<file path="src/rtl/lstm_seq_ctrl.sv">
// lstm_seq_ctrl: steps an LSTMCell through one input sequence.
// Accepts x_t vectors, presents x_t / h window / c to the cell, captures the
// cell outputs after CELL_LAT cycles, folds h_t into the window and emits it.
module lstm_seq_ctrl #(
    parameter int unsigned SEQ_LEN  = 8,
    parameter int unsigned CELL_LAT = 6,
    parameter int unsigned STEP_W   = (SEQ_LEN > 1) ? $clog2(SEQ_LEN) : 1
) (
    input  logic              CLOCK_50,
    input  logic              reset_n,
    input  logic              start,
    input  logic              x_valid,
    output logic              x_ready,
    input  logic [63:0]       x_data,
    output logic [63:0]       cell_xt,
    output logic [63:0]       cell_ht1,
    output logic [7:0]        cell_ct1,
    input  logic [7:0]        cell_ht,
    input  logic [7:0]        cell_ct,
    output logic              h_valid,
    input  logic              h_ready,
    output logic [7:0]        h_data,
    output logic              h_last,
    output logic [STEP_W-1:0] step_idx,
    output logic              busy
);

    localparam int unsigned       CntW     = (CELL_LAT > 1) ? $clog2(CELL_LAT) : 1;
    localparam logic [CntW-1:0]   CntLast  = CntW'(CELL_LAT - 1);
    localparam logic [STEP_W-1:0] StepLast = STEP_W'(SEQ_LEN - 1);

    typedef enum logic [1:0] {
        StIdle,
        StAccept,
        StSettle,
        StEmit
    } state_e;

    state_e            state_q, state_d;
    logic [63:0]       xt_q, xt_d;
    logic [63:0]       hist_q, hist_d;
    logic [7:0]        c_q, c_d;
    logic [7:0]        h_data_q, h_data_d;
    logic              h_last_q, h_last_d;
    logic [STEP_W-1:0] step_q, step_d;
    logic [CntW-1:0]   cnt_q, cnt_d;

    // State and datapath registers; reset clears everything, losing any partial step.
    always_ff @(posedge CLOCK_50 or negedge reset_n) begin
        if (!reset_n) begin
            state_q  <= StIdle;
            xt_q     <= '0;
            hist_q   <= '0;
            c_q      <= '0;
            h_data_q <= '0;
            h_last_q <= 1'b0;
            step_q   <= '0;
            cnt_q    <= '0;
        end else begin
            state_q  <= state_d;
            xt_q     <= xt_d;
            hist_q   <= hist_d;
            c_q      <= c_d;
            h_data_q <= h_data_d;
            h_last_q <= h_last_d;
            step_q   <= step_d;
            cnt_q    <= cnt_d;
        end
    end

    // Next-state and handshake decode; registers hold unless a state updates them.
    always_comb begin
        state_d  = state_q;
        xt_d     = xt_q;
        hist_d   = hist_q;
        c_d      = c_q;
        h_data_d = h_data_q;
        h_last_d = h_last_q;
        step_d   = step_q;
        cnt_d    = cnt_q;
        x_ready  = 1'b0;
        h_valid  = 1'b0;

        unique case (state_q)
            StIdle: begin
                if (start) begin
                    hist_d  = '0;
                    c_d     = '0;
                    step_d  = '0;
                    state_d = StAccept;
                end
            end
            StAccept: begin
                x_ready = 1'b1;
                if (x_valid) begin
                    xt_d    = x_data;
                    cnt_d   = '0;
                    state_d = StSettle;
                end
            end
            StSettle: begin
                // Cell inputs have been stable CELL_LAT-1 cycles; outputs valid now.
                if (cnt_q == CntLast) begin
                    hist_d   = {hist_q[55:0], cell_ht};
                    c_d      = cell_ct;
                    h_data_d = cell_ht;
                    h_last_d = (step_q == StepLast);
                    state_d  = StEmit;
                end else begin
                    cnt_d = cnt_q + CntW'(1);
                end
            end
            StEmit: begin
                h_valid = 1'b1;
                if (h_ready) begin
                    if (h_last_q) begin
                        step_d  = '0;
                        state_d = StIdle;
                    end else begin
                        step_d  = step_q + STEP_W'(1);
                        state_d = StAccept;
                    end
                end
            end
            default: state_d = StIdle;
        endcase
    end

    // Registered values straight to the outputs.
    always_comb begin
        cell_xt  = xt_q;
        cell_ht1 = hist_q;
        cell_ct1 = c_q;
        h_data   = h_data_q;
        h_last   = h_last_q;
        step_idx = step_q;
        busy     = (state_q != StIdle);
    end

endmodule
</file>
<file path="config.mk">
export PLATFORM = sky130hd
export DESIGN_NAME = lstm_seq_ctrl
export DESIGN_NICKNAME = d
export VERILOG_FILES = /design/src/rtl/lstm_seq_ctrl.sv
export SDC_FILE = /design/constraint.sdc
export NUM_CORES = 1
export LEC_CHECK = 0
export BUFFER_PORTS_ARGS = -buffer_cell sky130_fd_sc_hd__buf_2
export CORE_MARGIN = 5
export CORE_UTILIZATION = 38
export DETAILED_ROUTE_END_ITERATION = 10
export GPL_ROUTABILITY_DRIVEN = 0
export REMOVE_ABC_BUFFERS = 1
export SETUP_SLACK_MARGIN = 0.2
export SLEW_MARGIN = 20
export SYNTH_ARGS = -nofsm -noshare
export SYNTH_HDL_FRONTEND = slang
export SYNTH_SLANG_ARGS = --single-unit
</file>
<file path="constraint.sdc">
create_clock -name CLOCK_50 -period 6.2 [get_ports CLOCK_50]
set_clock_uncertainty 0.05 [all_clocks]
set_input_delay 0.93 -clock CLOCK_50 [delete_from_list [all_inputs] [get_ports CLOCK_50]]
set_output_delay 0.93 -clock CLOCK_50 [all_outputs]
set_load 0.005 [all_outputs]
</file>
Yosys cells after proc, flatten, opt, wreduce, memory -nomap -nowiden
Index checks and enable logic that the tools add are counted.
Operators by class
  add/subtract/negate cells: 2
  eq/ne operators: 10
  multiplexer cells: 21
  reductions and logical operators: 11
Operator list (count)
  $mux W64: 2
  $pmux W64 S2: 1
  $mux W8: 2
  $pmux W8 S2: 1
  $mux W3: 5
  $pmux W3 S2: 2
  $ne A2 B2 Y1 const B: 5
  $reduce_and A3 Y1: 3
  $mux W2: 4
  $pmux W2 S4: 1
  $reduce_bool A2 Y1: 4
  $add A3 B1 Y3 const B: 2
  $eq A3 B3 Y1 const B: 2
  $eq A2 B2 Y1 const B: 2
  $reduce_and A2 Y1: 2
  $reduce_and A4 Y1: 1
  $mux W1: 3
  $eq A2 B1 Y1 const B: 1
  $logic_not A2 Y1: 1
Word-level totals
  register bits after elaboration: 153

Logic depth before layout (Yosys ltp)
  depth after elaboration: 4
  depth in mapped cells: 10
  gate-level depth less buffers: 6

Worst setup path after synthesis
Ideal clock, no wire load.
  kind: input to register
  start: in x_valid
  end: reg xt_q[0] (netlist: cell_xt[0])
  data arrival time: 1.852 ns
  data required time: 6.025 ns
  path slack: 4.174 ns
  stages on the path: 3
  path buffers: 1
  cells stage by stage: nand2_1 clkbuf_1 mux2_2
On the way
  cells in the longest elaborated chain, start to end: 1
Ends and longest elaborated chain
  from (decl): RTL line 12  | input logic x_valid,
  $reduce_and A2 Y1 (no line)
  to (signal assigned): RTL line 61  | xt_q <= xt_d;
  to (decl): RTL line 40  | logic [63:0] xt_q, xt_d;
Every way passes these cells.
A chain may end at the register's enable or synchronous reset.

Worst setup path in the final report
  start: reg state_q[0]
  end: reg c_q[1] (netlist: cell_ct1[1])
On the way
  cells in the longest elaborated chain, start to end: 3
  elaborated cells on any way between the ends: 7
  classes of those cells: eq/ne: 3; mux: 1; reduce/logical: 3
Ends and longest elaborated chain
  from (decl): RTL line 39  | state_e state_q, state_d;
  from (signal assigned): RTL line 51  | state_q <= StIdle;
  from (signal assigned): RTL line 60  | state_q <= state_d;
  $eq A2 B2 Y1 or $logic_not A2 Y1 (tied branches): RTL line 84  | unique case (state_q)
  $ne A2 B2 Y1 (no line) or $reduce_bool A2 Y1 (tied branches)
  $reduce_and A3 Y1 (no line)
  to (signal assigned): RTL line 54  | c_q <= '0;
  to (signal assigned): RTL line 63  | c_q <= c_d;
  to (decl): RTL line 42  | logic [7:0] c_q, c_d;
Parallel ways exist; a longest one is shown, timed or not.

==> out/results.txt <==
status - finished clean
DP HPWL - 11000 um
Die Width - 136 um
Post-CTS Setup Inserts - 0
CP endpoint kind - register
average cell area after synthesis - 11.6 sq um
first-pass detailed-route iteration total - 4
endpoints failing setup - 0
Worst path most repeated cell - buf_4
Initial Util - 38.5%
sequential share of the synthesized area - 63.0%
pre-CTS setup slack - 3.14 ns
Clock Path Buffers - 2
power share of the sequential group - 39.0%
Slew Viols, Final - 0
Wirelength per Cell - 15.6 um
Final WS setup - 3.22 ns
Comb power frac - 31.9%
Switch Pwr - 0.00125 W
leakage - 3.97 nW
I/O pin cnt - 236
final setup TNS - 0 ns
Synth Warn # - 0
initial antenna violation count - 0
Mapped Area - 6070 sq um
Max transition margin - 41.9%
Total Power - 0.00377 W
number of global-route vias before repair - 4621
post_cts resized - 0
global-route wire length before repair - 24000 um
crit path time final - 2.98 ns
Post-layout nets - 843
Cells after Synth - 523
TritonCTS Buffers - 17
Yosys cell types - 23
Post-synth ARST share - 100%
Vias/cell - 4.66
DRC violations left - 0
die area - 18600 sq um
share of cells above drive strength 1 - 45.8%
top-count cell post-synth - dfrtp_1
top fanout value on the critical path - 86
Core ar. - 15800 sq um
Max Cap Viol - 0
CP max stage cell - or3_4
EDFF count, synth - 0
final-report hold violation count - 0
Clock Sink Count - 153
final period utilization - 48.1%
overall routing resource usage - 16.5%
Yosys top cell by area - dfrtp_1
H-tree levels - 4
antenna-violating nets left - 0
Sw Ratio - 33.1%
row cnt - 46
pin count of the biggest net entering global routing - 110
Die Y-Extent - 136 um
Post-synth top cells - dfrtp_1, nand2_1, mux2_2
crit path launch type - register
gr ovfl total - 0
fmax - 0.336 GHz
# diodes - 0
clock transition at the registers of the reported paths - 0.06 ns
Layout area overhead - 31.9%
worst slew pin tran - 0.872 ns
1st-iter DRT viols - 208
Peak VDD IR - 0.000274 V
RSZ-0062 raised after global routing - false
WL final - 15200 um
Hold WC Path Type - reg -> reg
clock power share - 29.1%
CP required - 6.43 ns
slowest stage delay, CP - 0.65 ns
dominant synthesized flop cell - dfrtp_1
critical path class - reg -> reg
cell-internal power - 0.00252 W
number of synthesized register bits - 153
Power Dens Cells - 470 nW/um^2
Worst-Skew Late Latency - 0.42 ns
CTS tree - yes
Synth area leaders - dfrtp_1, mux2_2, nand2_1, o21ai_1, ha_1
via count - 4556
top cell type's share of synthesized area - 63.0%
worst path arrival time - 3.21 ns
cts hold-fix bufs - 0
Root Driver - clkbuf_16
CP cell instances - inv_1, ha_2, buf_4, nor2_1, or3_4, buf_4, nand2_1, o21ai_0
PortBufs - 235
power groups by stage:
| stage | clock [W] | combinational [W] | sequential (W) |
|---|---|---|---|
| 6_report | 0.00110 | 0.00120 | 0.00147 |
| 5_1_grt | 0.00116 | 0.00133 | 0.00151 |
| 4_1_cts | 0.00112 | 0.00123 | 0.00147 |
| 3_5_place_dp | 0 | 0.00123 | 0.00149 |
| 3_3_place_gp | 0 | 0.00118 | 0.00147 |
| 2_1_floorplan | 0 | 0.000642 | 0.00150 |
flip-flops by register name, summed over array words and instances (netlist names):
| signal | cells |
|---|---|
| cell_ct1 | 8 |
| cell_ht1 | 64 |
| cell_xt | 64 |
| cnt_q | 3 |
| h_data | 8 |
| h_last | 1 |
| state_q | 2 |
| step_idx | 3 |
final timing paths:
kind | startpoint | end | slack (ns) | cells past startpoint
max | state_q[0] | cell_ct1[1] | 3.22 | 8
max in group asynchronous | reset_n | cell_xt[53] | 4.43 | 2
min reg2reg | cell_ht1[58] | cell_ht1[58] | 0.43 | 2
min in group asynchronous | reset_n | cell_ct1[5] | 0.56 | 1
max reg2reg | state_q[0] | cell_ct1[1] | 3.22 | 8
min | cell_ht1[58] | cell_ht1[58] | 0.43 | 2
metal layers:
layer,part of all wire [%],vias to the layer above,wire length (um),track usage (%)
met1,39,2205,5920,19.5
met4,3.3,0,503,8.45
met5,0,-,0,0
met2,53,116,8130,28.2
li1,-,2199,-,-
met3,4.4,36,670,3.44
critical path, delay by kind of cell (launching register included):
family	cells	cell delay [ns]
adder cells (fa/ha/maj)	1	0.20
AO/OA/AOI/OAI	1	0.08
AND/OR/NAND/NOR	3	0.88
flip-flops	1	0.40
buffers and inverters	3	1.18
cells by family (layout without fill, tap and decap cells):
kind of cell / Yosys count / in the layout / synth area share [%]
buffers and inverters: 37 / 276 / 3.28
muxes: 74 / 74 / 13.7
AOI/OAI and AO/OA: 88 / 88 / 7.72
adders and majority gates: 9 / 9 / 1.85
DFF: 153 / 153 / 63.0
and+or+nand+nor: 162 / 162 / 10.4
stage by stage:
stage / area, sq um / cells / util (%) / hold WS, ns
final: 8020 / 978 / 50.8 / 0.430
after global routing: 8020 / 978 / 50.8 / 0.446
after CTS: 8010 / 978 / 50.8 / 0.435
after detailed placement: 7390 / 946 / 46.8 / 0.421
after global placement: 7390 / 946 / 46.8 / 0.408
after floorplan: 5890 / 491 / - / 0.423
layout by cell type, fill, tap and decap left out, types with 4 or more instances in the layout:
cell type	Yosys	layout
o21ai_1	60	60
a22o_1	4	4
buf_4	0	4
dfrtp_1	153	153
o21ai_0	18	18
mux2_2	74	74
buf_2	4	234
inv_1	5	5
clkinvlp_4	0	4
clkbuf_16	0	17
bufinv_16	0	4
ha_1	9	8
nand2_1	151	150
area by class of cell:
class	count	area, sq um
clock inverter	15	200
clock buffer	17	425
inverter	5	18.8
multi-input combinational	333	2060
tap	216	270
fill	1512	7750
sequential	153	3830
timing repair buffer	239	1210
Power figures use the tool's default switching activity.
